[config.mk]
export PLATFORM = sky130hd
export DESIGN_NAME = sequenciador_soma_sub
export DESIGN_NICKNAME = d
export VERILOG_FILES = /design/src/rtl/sequenciador_soma_sub.sv
export SDC_FILE = /design/constraint.sdc
export NUM_CORES = 1
export LEC_CHECK = 0
export ABC_AREA = 1
export CORE_MARGIN = 2
export CORE_UTILIZATION = 30
export DETAILED_ROUTE_END_ITERATION = 10
export GPL_TIMING_DRIVEN = 0
export PLACE_DENSITY_LB_ADDON = 0.2
export SLEW_MARGIN = 0
export SYNTH_ARGS = -nofsm -noshare
export SYNTH_HDL_FRONTEND = slang
export SYNTH_SLANG_ARGS = --single-unit
export TNS_END_PERCENT = 5
[constraint.sdc]
create_clock -name clock -period 1.9 [get_ports clock]
set_clock_uncertainty 0.15 [all_clocks]
set_input_delay 0.57 -clock clock [delete_from_list [all_inputs] [get_ports clock]]
set_output_delay 0.57 -clock clock [all_outputs]
set_load 0.1 [all_outputs]
[src/rtl/sequenciador_soma_sub.sv]
// sequenciador_soma_sub
// Sequencing and result-capture stage around an external 4-bit
// adder/subtractor. It accepts one operation per input handshake and drives
// stable operands to the adder for ESPERA cycles. It then captures the adder's
// 5-bit result and offers it downstream with a valid/ready handshake.
//
// Ports:
//   clock, reset          - rising-edge clock, async active-high reset
//   entrada_valida/pronta - upstream handshake for one operation
//   operando_a/b, modo    - operands and mode (0 add, 1 subtract)
//   acumular              - 1: operand A is the low nibble of the last result
//   somador_A/B/M         - held operands to the adder
//   somador_resultado     - adder output, sampled after the settling window
//   saida_valida/pronta   - downstream handshake for the captured result
//   resultado, negativo   - captured result and (subtract & bit 4) flag
//   contador_ops          - completed output handshakes, wrapping
module sequenciador_soma_sub #(
  parameter int ESPERA       = 1,
  parameter int LARGURA_CONT = 8
) (
  input  logic                    clock,
  input  logic                    reset,
  input  logic                    entrada_valida,
  output logic                    entrada_pronta,
  input  logic [3:0]              operando_a,
  input  logic [3:0]              operando_b,
  input  logic                    modo,
  input  logic                    acumular,
  output logic [3:0]              somador_A,
  output logic [3:0]              somador_B,
  output logic                    somador_M,
  input  logic [4:0]              somador_resultado,
  output logic                    saida_valida,
  input  logic                    saida_pronta,
  output logic [4:0]              resultado,
  output logic                    negativo,
  output logic [LARGURA_CONT-1:0] contador_ops
);

  localparam logic [1:0] OCIOSO  = 2'd0;
  localparam logic [1:0] CALCULA = 2'd1;
  localparam logic [1:0] ENTREGA = 2'd2;

  // Counter start value: capture happens on the ESPERA-th edge after acceptance.
  localparam logic [3:0] ESPERA_INI = 4'(ESPERA - 1);

  logic [1:0]              estado_q, estado_d;
  logic [3:0]              espera_q, espera_d;
  logic [3:0]              som_a_q, som_a_d;
  logic [3:0]              som_b_q, som_b_d;
  logic                    som_m_q, som_m_d;
  logic [4:0]              resultado_q, resultado_d;
  logic                    negativo_q, negativo_d;
  logic [LARGURA_CONT-1:0] contador_q, contador_d;
  logic                    entrada_pronta_q, entrada_pronta_d;
  logic                    saida_valida_q, saida_valida_d;

  // Next-state and datapath update for the OCIOSO/CALCULA/ENTREGA sequencer.
  always_comb begin
    estado_d    = estado_q;
    espera_d    = espera_q;
    som_a_d     = som_a_q;
    som_b_d     = som_b_q;
    som_m_d     = som_m_q;
    resultado_d = resultado_q;
    negativo_d  = negativo_q;
    contador_d  = contador_q;
    case (estado_q)
      OCIOSO: begin
        if (entrada_valida) begin
          // Accumulate drops bit 4 of the previous result.
          som_a_d  = acumular ? resultado_q[3:0] : operando_a;
          som_b_d  = operando_b;
          som_m_d  = modo;
          espera_d = ESPERA_INI;
          estado_d = CALCULA;
        end else begin
          estado_d = OCIOSO;
        end
      end
      CALCULA: begin
        if (espera_q == 4'd0) begin
          resultado_d = somador_resultado;
          negativo_d  = som_m_q & somador_resultado[4];
          estado_d    = ENTREGA;
        end else begin
          espera_d = espera_q - 4'd1;
        end
      end
      ENTREGA: begin
        // No bypass: a new operation is only looked at once back in OCIOSO.
        if (saida_pronta) begin
          contador_d = contador_q + LARGURA_CONT'(1);
          estado_d   = OCIOSO;
        end else begin
          estado_d = ENTREGA;
        end
      end
      default: begin
        estado_d = OCIOSO;
      end
    endcase
    // Handshake flags are registered from the next state so they line up with it.
    entrada_pronta_d = (estado_d == OCIOSO);
    saida_valida_d   = (estado_d == ENTREGA);
  end

  // State and output registers; reset returns to an idle, ready block.
  always_ff @(posedge clock or posedge reset) begin
    if (reset) begin
      estado_q         <= OCIOSO;
      espera_q         <= 4'd0;
      som_a_q          <= 4'd0;
      som_b_q          <= 4'd0;
      som_m_q          <= 1'b0;
      resultado_q      <= 5'd0;
      negativo_q       <= 1'b0;
      contador_q       <= '0;
      entrada_pronta_q <= 1'b1;
      saida_valida_q   <= 1'b0;
    end else begin
      estado_q         <= estado_d;
      espera_q         <= espera_d;
      som_a_q          <= som_a_d;
      som_b_q          <= som_b_d;
      som_m_q          <= som_m_d;
      resultado_q      <= resultado_d;
      negativo_q       <= negativo_d;
      contador_q       <= contador_d;
      entrada_pronta_q <= entrada_pronta_d;
      saida_valida_q   <= saida_valida_d;
    end
  end

  assign entrada_pronta = entrada_pronta_q;
  assign saida_valida   = saida_valida_q;
  assign somador_A      = som_a_q;
  assign somador_B      = som_b_q;
  assign somador_M      = som_m_q;
  assign resultado      = resultado_q;
  assign negativo       = negativo_q;
  assign contador_ops   = contador_q;

endmodule

==> metrics.cfg <==
[status]
outcome=complete, no violations

[cells_and_area]
syn2layout_area_growth_pct=35.33
diodes=0
drive_gt1_share_pct=26.11
nNetsFinal=223
n_fill_cell=433
regArea_um2=779.5
final_area_um2=1893
multiInputGateArea_um2=534.3

[floorplanning]
ios=44
fp-row-count=24
fp.dieW_um=72.29
fp.dieH_um=72.29
core_area_um2=4414
fp.dieArea_um2=5225
start_util_pct=31.69

[logic_synthesis]
synth_area_leaders=dfrtp_1 54%, nand2_1 13%, inv_1 4.6%
netlist.area_leader.share_pct=53.67
yosysMostFrequentCell=nand2_1
synth_top_family_by_area=simple AND/OR/NAND/NOR gates
syn_area_um2=1399
yosys.area_share.simple_pct=23.70
synth_ff_type=dfrtp_1
synthAdderAreaFrac_pct=1.789
syn_avg_cell_area_um2=9.203
synthTopCellsByCount=48 x nand2_1, 30 x dfrtp_1, 17 x inv_1
synthXorXnorAreaFrac_pct=3.131
synthMuxAreaShare_pct=0
ys_ff_latch=31
ys_warn_count=0
yosysTopAreaCell=dfrtp_1
ys_seq_area_share_pct=55.55
syn-instance-count=152
synth_edf_count=0
yosysUniqueCellTypes=23
synth-async-reset-ratio_pct=100.0
synth_compound_area_share_pct=9.392
syn_nets=173

[route]
drc=0
final_antenna_net_count=0
drt_wl_total_um=3006
num_vias=1159
routedWlPerCell_um=11.79
firstDrtPassIters=4
drt_iter0_drc=61
via_per_inst=4.545

[place]
io_buffers=43
place_congestion=0.7319
hpwl_um=2243
dpl_cell_area_um2=1897

[grt]
globalRouteOverflowTotal=0
antenna_found_initial=0
grt.total_usage_pct=12.78
grt_max_degree=32
grt_pass1_wl_um=5154
grt_pass1_vias=1138

[min_path]
hold_path.class=reg2reg

[sta]
timing.final.crit_share_pct=98.15
finalHoldViolCount=0
slew_headroom_pct=55.40
fmax_mhz=536.2
min_period_ns=1.865
drv_slew=0
setup_viol=0
worst_slew_pin_slew_ns=0.6676
rsz0062_at_grt=no

[clock_network]
cts.clk_slew.worst_paths_ns=0.06
cts-htree-levels=2
cts_tree=yes
cts-root-buf=clkbuf_8
clock-sinks=31
cts_buffers=5
post_cts_buffers=0
clkLatencyLatePin_ns=0.27
cts_buffer_depth=2

[worst_setup_path]
crit_slowest_cell=clkdlybuf4s18_2
slowest_delay_ns=0.53
end_kind=output port
cpLargestDelayFamily=buffers and inverters
worstSetupPathType=reg2out
worstPathRequired_ns=1.18
crit_chain=clkdlybuf4s18_2
crit_fanout=1
cp-start-kind=flop
arrival_ns=1.14
crit_buf_inv=1

[job]
cap_violations=0

==> through the flow <==
step / util [%] / instances / hold slack [ns] / TNS, ns / setup slack, ns
finish: 42.89 / 255 / 0.3195 / 0 / 0.03513
CTS: 43.37 / 255 / 0.3320 / -0.04675 / -0.04675
global placement: 42.97 / 247 / 0.3123 / -16.64 / -0.4415
floorplan: - / 152 / 0.3072 / 0 / 0.03387
detailed placement: 42.97 / 247 / 0.3165 / -18.04 / -0.4507
global route: 42.89 / 255 / 0.3530 / 0 / 0.008571
==> flip-flops by register name, indices dropped and copies added, names as in the netlist <==
register / count
estado_q: 2
negativo: 1
espera_q: 4
somador_A: 4
contador_ops: 8
somador_B: 4
saida_valida: 1
entrada_pronta: 1
somador_M: 1
resultado: 5
==> cell type report <==
type	count	area share, %
clock buffers	8	5.287
flip-flops and latches	31	41.18
multi-input cells	100	28.22
well taps	52	3.437
plain buffers	2	0.9914
inverters	19	3.966
repair buffers	43	16.92
==> layer usage <==
layer  track usage, %  wire, um  vias to the layer above
met3            5.000       184                        6
met4            6.080        63                        0
li1                 -         -                      582
met2            18.45      1381                       34
met5                0         0                        -
met1            16.80      1377                      537
==> path summary, 6_finish.rpt <==
kind                       slack [ns]          from              end  cells after the start
hold / removal                   0.32  somador_B[3]     somador_B[3]                      2
max in group asynchronous        0.61         reset  contador_ops[1]                      2
setup reg to reg                 0.40   espera_q[0]      espera_q[3]                      5
hold reg to reg                  0.32  somador_B[3]     somador_B[3]                      2
min in group asynchronous        0.59         reset         negativo                      2
setup / recovery                 0.04  saida_valida     saida_valida                      1
==> logic make-up after synthesis <==
group,Yosys count
and+or+nand+nor,73
DFF,31
buffers and inverters,21
AOI/OAI and AO/OA,20
xor gates and xnor gates,5
adders and majority gates,2
==> placed cells by master, fill, tap and decap left out, drive strengths merged, types with 3 or more instances in the layout <==
cell / Yosys / routed
buf: 2 / 24
dfrtp: 30 / 30
nor2: 12 / 12
nand4: 3 / 3
nand3: 9 / 9
clkdlybuf4s50: 0 / 18
nand2: 48 / 48
o21ai: 13 / 13
a21oi: 5 / 5
clkbuf: 0 / 10
xor2: 3 / 3
inv: 19 / 18
==> what timing repair did <==
item                                    4_1_cts  5_1_grt
resized for setup                           119       12
endpoints found under the setup margin       27       12
cloned                                        0        0
hold buffers                                  0        0
Power is left out: the tool's default activity adds up to more than one toggle a clock period on the data nets, which glitch-free logic cannot reach.
